===== src/rtl/cpu_pipe_pkg.sv =====
// Shared CPU pipeline definitions: IF/ID payload layout, NOP encoding and the
// occupancy states used by the inter-stage skid register.
package cpu_pipe_pkg;

    localparam int PC_W     = 32;
    localparam int INST_W   = 32;
    localparam int PCIM_W   = 12;
    localparam int IFID_W   = PC_W + INST_W + PCIM_W;

    localparam int PC_LSB   = 0;
    localparam int INST_LSB = PC_W;
    localparam int PCIM_LSB = PC_W + INST_W;

    localparam logic [INST_W-1:0] NOP_INST    = 32'h0000_0013;
    localparam logic [IFID_W-1:0] IFID_BUBBLE = {IFID_W{1'b0}};

    // Encoding equals the number of entries held, so it drives occ_o directly.
    typedef enum logic [1:0] {
        OCC_EMPTY = 2'd0,
        OCC_ONE   = 2'd1,
        OCC_TWO   = 2'd2
    } occ_e;

    function automatic logic [IFID_W-1:0] ifid_pack(
        input logic [PCIM_W-1:0] pcim,
        input logic [INST_W-1:0] inst,
        input logic [PC_W-1:0]   pc
    );
        return {pcim, inst, pc};
    endfunction

endpackage


===== src/rtl/pipe_stage_skid_sat_counter.sv =====
// Saturating up-counter: counts cycles with inc high and sticks at all-ones.
module sat_counter #(
    parameter int CNT_W = 16
) (
    input  logic             clk_i,
    input  logic             rst_n,
    input  logic             inc,
    output logic [CNT_W-1:0] cnt
);

    localparam logic [CNT_W-1:0] CNT_MAX = {CNT_W{1'b1}};
    localparam logic [CNT_W-1:0] CNT_ONE = {{(CNT_W-1){1'b0}}, 1'b1};

    logic [CNT_W-1:0] cnt_r;

    // Count register, held once the maximum is reached.
    always_ff @(posedge clk_i or negedge rst_n) begin
        if (!rst_n) begin
            cnt_r <= {CNT_W{1'b0}};
        end else if (inc && (cnt_r != CNT_MAX)) begin
            cnt_r <= cnt_r + CNT_ONE;
        end else begin
            cnt_r <= cnt_r;
        end
    end

    assign cnt = cnt_r;

endmodule


===== src/rtl/pipe_stage_skid.sv =====
// Inter-stage pipeline register with valid/ready handshake, two-entry skid
// buffer, flush-to-bubble and a saturating bubble counter.
module pipe_stage_skid
    import cpu_pipe_pkg::*;
#(
    parameter int                 DATA_W     = IFID_W,
    parameter logic [DATA_W-1:0]  BUBBLE_VAL = {DATA_W{1'b0}},
    parameter int                 CNT_W      = 16
) (
    input  logic              clk_i,
    input  logic              start_i,
    input  logic              in_valid_i,
    input  logic [DATA_W-1:0] in_data_i,
    output logic              in_ready_o,
    output logic              out_valid_o,
    output logic [DATA_W-1:0] out_data_o,
    input  logic              out_ready_i,
    input  logic              flush_i,
    output logic [1:0]        occ_o,
    output logic [CNT_W-1:0]  bubble_cnt_o
);

    occ_e              state_r, state_s;
    logic              main_valid_r, main_valid_s;
    logic              skid_valid_r, skid_valid_s;
    logic              in_ready_r, in_ready_s;
    logic [DATA_W-1:0] main_data_r, main_data_s;
    logic [DATA_W-1:0] skid_data_r, skid_data_s;
    logic              accept_s, drain_s;

    assign accept_s = in_valid_i & in_ready_r;
    assign drain_s  = main_valid_r & out_ready_i;

    // Next-state logic; flush overrides everything, a same-cycle drain is already seen downstream.
    always_comb begin
        state_s     = state_r;
        main_data_s = main_data_r;
        skid_data_s = skid_data_r;
        if (flush_i) begin
            state_s     = OCC_EMPTY;
            main_data_s = BUBBLE_VAL;
            skid_data_s = BUBBLE_VAL;
        end else begin
            case (state_r)
                OCC_EMPTY: begin
                    if (accept_s) begin
                        state_s     = OCC_ONE;
                        main_data_s = in_data_i;
                    end else begin
                        state_s     = OCC_EMPTY;
                    end
                end
                OCC_ONE: begin
                    if (accept_s && drain_s) begin
                        state_s     = OCC_ONE;
                        main_data_s = in_data_i;
                    end else if (accept_s) begin
                        state_s     = OCC_TWO;
                        skid_data_s = in_data_i;
                    end else if (drain_s) begin
                        state_s     = OCC_EMPTY;
                        main_data_s = BUBBLE_VAL;
                    end else begin
                        state_s     = OCC_ONE;
                    end
                end
                OCC_TWO: begin
                    // Skid always refills main, so acceptance order is preserved.
                    if (drain_s) begin
                        state_s     = OCC_ONE;
                        main_data_s = skid_data_r;
                        skid_data_s = BUBBLE_VAL;
                    end else begin
                        state_s     = OCC_TWO;
                    end
                end
                default: begin
                    state_s     = OCC_EMPTY;
                    main_data_s = BUBBLE_VAL;
                    skid_data_s = BUBBLE_VAL;
                end
            endcase
        end
        main_valid_s = (state_s != OCC_EMPTY);
        skid_valid_s = (state_s == OCC_TWO);
        in_ready_s   = (state_s != OCC_TWO);
    end

    // Storage flops; every output is driven straight from these.
    always_ff @(posedge clk_i or negedge start_i) begin
        if (!start_i) begin
            state_r      <= OCC_EMPTY;
            main_valid_r <= 1'b0;
            skid_valid_r <= 1'b0;
            in_ready_r   <= 1'b1;
            main_data_r  <= BUBBLE_VAL;
            skid_data_r  <= BUBBLE_VAL;
        end else begin
            state_r      <= state_s;
            main_valid_r <= main_valid_s;
            skid_valid_r <= skid_valid_s;
            in_ready_r   <= in_ready_s;
            main_data_r  <= main_data_s;
            skid_data_r  <= skid_data_s;
        end
    end

    assign in_ready_o  = in_ready_r;
    assign out_valid_o = main_valid_r;
    assign out_data_o  = main_data_r;
    assign occ_o       = state_r;

    sat_counter #(
        .CNT_W (CNT_W)
    ) u_bubble_cnt (
        .clk_i (clk_i),
        .rst_n (start_i),
        .inc   (out_ready_i & ~main_valid_r),
        .cnt   (bubble_cnt_o)
    );

endmodule


===== config.mk =====
export PLATFORM = sky130hd
export DESIGN_NAME = pipe_stage_skid
export DESIGN_NICKNAME = d
export VERILOG_FILES = /design/src/rtl/cpu_pipe_pkg.sv /design/src/rtl/pipe_stage_skid_sat_counter.sv /design/src/rtl/pipe_stage_skid.sv
export SDC_FILE = /design/constraint.sdc
export NUM_CORES = 1
export LEC_CHECK = 0
export BUFFER_PORTS_ARGS = -buffer_cell sky130_fd_sc_hd__buf_2
export CORE_UTILIZATION = 55
export DETAILED_ROUTE_END_ITERATION = 8
export MAX_ROUTING_LAYER = met4
export PLACE_DENSITY = 0.79
export SLEW_MARGIN = 20
export SYNTH_ARGS = -nofsm -noshare
export SYNTH_HDL_FRONTEND = slang
export SYNTH_SLANG_ARGS = --single-unit

===== constraint.sdc =====
create_clock -name clk_i -period 3.8 [get_ports clk_i]
set_input_delay 0.57 -clock clk_i [delete_from_list [all_inputs] [get_ports clk_i]]
set_output_delay 0.57 -clock clk_i [all_outputs]
set_load 0.05 [all_outputs]

==> impl_metrics.ini, run 1 <==
[critical_path]
rr_startpoint = occ_o[0]$_DFF_PN0_
r2r_slack_ns = 1.27
cp_max_fo = 48
cp-start-kind = register
r2r_end = out_data_o[4]$_DFFE_PN0P_
endpoint_kind = register
startpoint = occ_o[0]$_DFF_PN0_
crit_required_ns = 4.15
cp.arrival_ns = 2.88
endpoint = out_data_o[4]$_DFFE_PN0P_
reg2reg_depth = 5
critPathKind = reg2reg

[floorplan]
core_area_mm2 = 0.01475
io_pins = 177
die_h_um = 125.7
initial_core_util = 0.5708
die_w_um = 125.7
core.rowCount = 44
dieArea_mm2 = 0.01581

[logic_synthesis]
syn_nets = 847
async_reset_ff_frac = 1.000
ys_ff_latch = 172
syn_inst = 765
synth_cell_types = 44
ys_warn_count = 0
netlist.area_leader.share = 0.5081
synth_area_leaders = dfrtp_1 (51%), mux2i_1 (14%), o2bb2ai_2 (7.1%), o2bb2ai_1 (3.7%), nand2_1 (3.7%)
syn_avg_cell_area_um2 = 11.01
ys.flop_type = dfrtp_1
yosysSeqAreaShare = 0.5112
syn_area_mm2 = 0.008422
synth_edf_count = 0
synth_top_cell_by_area = dfrtp_1

[final_layout]
synthToLayoutAreaGrowth_pct = 18.76
finalCoreUtilization = 0.6779
drive_gt1_frac = 0.2932
fin_cells = 1118
most-common-layout-cells = buf_2 (175), dfrtp_1 (169), mux2i_1 (114), nand2_1 (83), inv_1 (78)
final_area_mm2 = 0.01000
nNetsFinal = 1000
final_common_cell = buf_2

[grt]
grt_overflow_total = 0
track_usage = 0.2676
grt_pass1_wl_mm = 32.15
grt_pass1_vias = 6361
grt_antenna_before_repair = 3
grt_max_degree = 107

[placed_design]
place_congestion = 0.8107
port-buffer-count = 176
post_dp_cell_area_mm2 = 0.009410
dp_cells = 1083
dp_hpwl_mm = 12.35

[run_status]
outcome = complete, no violations

[sta]
fin_crit_sh = 0.6655
skew_ns = 0.008090
timing.final.max_slew_violations = 0
worstMarginPinSlew_ns = 1.041
period_minus_slack_ns = 2.529
fin_setup_tns_ns = 0
hold_viol_final = 0
max_slew_margin = 0.3044
rsz0062_at_grt = no
whs_ns = 0.2672
setup_viol = 0
max_freq_ghz = 0.3954

[drt]
vias = 6295
routedWlPerCell_um = 17.56
drc = 0
first_pass_iters = 5
ant_nets = 0
wl_mm = 19.63
viasPerCell = 5.631
drt_iter0_drc = 475

[cts]
clock-root-buffer = clkbuf_16
cts_tree = yes
post_cts_resized = 0
cts_hold_buf = 0
cts_inserted_buffers = 17
cts_buffer_depth = 2
post_cts_buffers = 0
worst_skew_pair.late_latency_ns = 0.43
htreeDepth = 4
clk_transition_reported_paths_ns = 0.07
clkSinkCount = 172

[flow_run]
max_cap_violations = 0

[worst_hold_path]
min_path_type = in2async

[pwr]
leakagePower_nw = 4.907
pwr_density_cell_mw_per_mm2 = 545.2
peakVddDrop_mv = 0.3457
## cell type report
cell class / count / area (um^2)
Timing Repair Buffer: 188 / 1002
Clock buffer: 23 / 498.0
Inverter: 78 / 292.8
Fill cell: 1120 / 4752
Sequential cell: 172 / 4308
Antenna cell: 3 / 7.507
Clock inverter: 9 / 86.33
Tap cell: 184 / 230.2
Multi-Input combinational cell: 461 / 3577
## critical path, stage by stage (launching register included)
cell       delay [ns]
dfrtp_2          1.01
nand2b_4         0.16
a22o_1           0.28
a21oi_4          0.15
buf_4            0.63
o2bb2ai_1        0.18
## where the power goes
part	internal (mW)	switching (mW)
Clock	0.988	0.711
Combinational	0.441	1.07
Sequential	2.03	0.211
## how the worst min path moves through the flow
stage / end / start / slack (ns)
6_report: out_data_o[33]$_DFFE_PN0P_ / start_i / 0.27
5_1_grt: skid_data_r[25]$_DFFE_PN0P_ / start_i / 0.34
4_1_cts: out_data_o[33]$_DFFE_PN0P_ / start_i / 0.31
3_5_place_dp: out_data_o[14]$_DFFE_PN0P_ / out_data_o[14]$_DFFE_PN0P_ / 0.47
3_3_place_gp: out_data_o[12]$_DFFE_PN0P_ / out_data_o[12]$_DFFE_PN0P_ / 0.47
2_1_floorplan: occ_o[0]$_DFF_PN0_ / start_i / 0.27
## per-layer routing
layer  vias up  share of wire  routed length, um  track usage
li1       2967              -                  -            -
met1      3110           0.45               8752       0.3293
met2       180           0.49               9677       0.4346
met3        38          0.038                738      0.05353
met4         0          0.023                459       0.1084
met5         -              0                  0            -
## state kept, by name (all words and copies together) (netlist names)
signal	cells
out_valid_o	1
skid_data_r	76
occ_o	2
out_data_o	76
in_ready_o	1
u_bubble_cnt.cnt	16
## metrics by stage
| stage | worst slack, ns | total power, mW |
|---|---|---|
| final | 1.271 | 5.453 |
| after global routing | 1.086 | 5.688 |
| after CTS | 1.276 | 5.482 |
| after detailed placement | 1.278 | 3.779 |
| after global placement | 1.329 | 3.747 |
| after floorplan | 1.894 | 3.364 |
## Yosys cell counts, types with 12 or more instances
library cell,count
mux2i_1,114
dfrtp_1,171
o2bb2ai_2,40
inv_1,78
buf_2,18
o2bb2ai_1,36
nor2_1,44
clkbuf_1,16
a21oi_1,43
a22oi_1,38
nand2_1,83
buf_4,12
## cell families after synthesis
logic type                 after synthesis  share of synthesized area
buffers and inverters                  132                    0.07131
AOI/OAI and AO/OA                      169                     0.1786
xor gates and xnor gates                14                    0.01456
adders and majority gates                1                   0.001485
and+or+nand+nor                        162                    0.08602
muxes                                  115                     0.1368
DFF                                    172                     0.5112
(Power assumes the default switching activity.)
==> inputs of run 2 (changes only) <==
--- a/config.mk
+++ b/config.mk
@@ -6,10 +6,10 @@
 export NUM_CORES = 1
 export LEC_CHECK = 0
 export BUFFER_PORTS_ARGS = -buffer_cell sky130_fd_sc_hd__buf_2
-export CORE_UTILIZATION = 55
+export CORE_UTILIZATION = 50
 export DETAILED_ROUTE_END_ITERATION = 8
 export MAX_ROUTING_LAYER = met4
-export PLACE_DENSITY = 0.79
+export PLACE_DENSITY = 0.76
 export SLEW_MARGIN = 20
 export SYNTH_ARGS = -nofsm -noshare
 export SYNTH_HDL_FRONTEND = slang
==> constraint.sdc (replaced) <==
create_clock -name clk_i -period 2.11 [get_ports clk_i]
set_input_delay 0.3165 -clock clk_i [delete_from_list [all_inputs] [get_ports clk_i]]
set_output_delay 0.3165 -clock clk_i [all_outputs]
set_load 0.05 [all_outputs]
==> run 2 against run 1 <==
  * Final area rose by 2.3%
  * Sequential power grew 77%
  * Cell count up 3.8%
  * Setup slack worse by 1.1 ns
  * Non-clock buffer count is 9 higher
  * Critical path depth shrank 3
  * Clock skew grew 0.0062 ns
  * Count of clock-buffer cells in the layout is 2 lower
  * Wire length up 5.4%
  * Total power increased by 85%
  * Core utilization shrank 5.9 points
  * Critical path type is now reg2out
  * Critical endpoint is now occ_o[0]
==> impl_metrics.ini, run 2 (same netlist as run 1, synthesis figures left out) <==
[grt]
grt_pass1_vias = 6405
track_usage = 0.2562
grt_overflow_total = 0
grt_antenna_before_repair = 1
grt_max_degree = 64
grt_pass1_wl_mm = 33.63

[pwr]
peakVddDrop_mv = 0.6844
pwr_density_cell_mw_per_mm2 = 984.6
leakagePower_nw = 5.002

[critical_path]
cp_max_fo = 29
cp-start-kind = register
critPathKind = reg2out
r2r_slack_ns = 0.27
endpoint_kind = primary output
crit_required_ns = 1.79
cp.arrival_ns = 1.64

[sta]
hold_viol_final = 0
fin_setup_tns_ns = 0
max_slew_margin = 0.5493
setup_viol = 0
worstMarginPinSlew_ns = 0.6746
fin_crit_sh = 0.9280
rsz0062_at_grt = no
max_freq_ghz = 0.5107
skew_ns = 0.01424
period_minus_slack_ns = 1.958
timing.final.max_slew_violations = 0

[placed_design]
dp_hpwl_mm = 12.82
place_congestion = 0.8372
port-buffer-count = 176

[floorplan]
core_area_mm2 = 0.01652
dieArea_mm2 = 0.01737
die_h_um = 131.8
core.rowCount = 47
die_w_um = 131.8
io_pins = 177
initial_core_util = 0.5097

[cts]
worst_skew_pair.late_latency_ns = 0.43
clkSinkCount = 172
post_cts_buffers = 0
clk_transition_reported_paths_ns = 0.07
clock-root-buffer = clkbuf_16
cts_buffer_depth = 2
htreeDepth = 4
cts_tree = yes
cts_inserted_buffers = 17

[drt]
ant_nets = 0
first_pass_iters = 5
drc = 0
vias = 6411
wl_mm = 20.69
viasPerCell = 5.522
drt_iter0_drc = 425
routedWlPerCell_um = 17.82

[final_layout]
final_common_cell = buf_2
drive_gt1_frac = 0.2968
most-common-layout-cells = buf_2 (175), dfrtp_1 (169), mux2i_1 (114), nand2_1 (83), inv_1 (78)
nNetsFinal = 1009
finalCoreUtilization = 0.6190
synthToLayoutAreaGrowth_pct = 21.45

[flow_run]
max_cap_violations = 0

[run_status]
outcome = complete, no violations

[worst_hold_path]
min_path_type = in2reg
==> run 2: cell types whose count changed in the layout (fill, tap and decap cells not counted) <==
cell           previous run  this run
buf_12                    2         9
clkinv_2                  2         4
clkbuf_1                  1         3
inv_6                     0         1
bufinv_16                 1         3
dlygate4sd3_1             0         1
clkinvlp_4                5         2
buf_16                    0         1
clkbuf_8                  5         1
diode_2                   3         1
==> run 2: routing by layer <==
layer | up-vias | GRT usage | wire, um
li1 | 2991 | - | -
met1 | 3213 | 0.3239 | 9153
met2 | 176 | 0.4042 | 10020
met3 | 31 | 0.05037 | 1012
met4 | 0 | 0.1059 | 500
met5 | - | - | 0
==> run 2: final timing paths <==
path / from / to / cells after the start
max: occ_o[0]$_DFF_PN0_ / occ_o[0] / 2
min: in_data_i[35] / skid_data_r[35]$_DFFE_PN0P_ / 3
max reg2reg: occ_o[0]$_DFF_PN0_ / skid_data_r[27]$_DFFE_PN0P_ / 5
min reg2reg: out_data_o[6]$_DFFE_PN0P_ / out_data_o[6]$_DFFE_PN0P_ / 1
max in group asynchronous: start_i / skid_data_r[28]$_DFFE_PN0P_ / 3
min in group asynchronous: start_i / out_data_o[65]$_DFFE_PN0P_ / 2
==> run 2: timing repair <==
item | 4_1_cts | 5_1_grt
endpoints found under the hold margin | 33 | 0
gates resized for setup | 0 | 0
setup endpoints to repair | 0 | 0
hold buffers | 1 | 0
==> run 2: area by class of cell <==
class | instances | area (um^2)
multi-input combinational | 461 | 3577
inverter | 78 | 292.8
timing repair buffer | 197 | 1180
sequential | 172 | 4308
fill | 1379 | 6296
clock inverter | 11 | 142.6
antenna | 1 | 2.502
tap | 220 | 275.3
clock buffer | 21 | 450.4
==> run 2: power by group <==
group | switching (mW) | internal [mW] | total, mW
registers | 0.303 | 3.66 | 3.96
logic | 2.04 | 0.858 | 2.90
clock network | 1.32 | 1.89 | 3.21
==> run 2: stage by stage <==
stage / hold WS, ns / setup slack [ns] / total power [mW] / std cells / area (um^2)
6_report: 0.1323 / 0.1520 / 10.07 / 1161 / 10230
4_1_cts: 0.1245 / 0.08460 / 10.12 / 1159 / 10200
3_3_place_gp: 0.2428 / 0.2264 / 6.850 / 1126 / 9595
5_1_grt: 0.1327 / 0.08714 / 10.49 / 1161 / 10230
2_1_floorplan: 0.02091 / 0.2040 / 6.059 / 765 / 8422
3_5_place_dp: 0.2445 / 0.1296 / 6.906 / 1126 / 9595
==> run 2: worst max-delay path: stages, from the launching register on <==
cell and delay, ns:
dfrtp_2 0.48, buf_4 0.38, buf_2 0.34
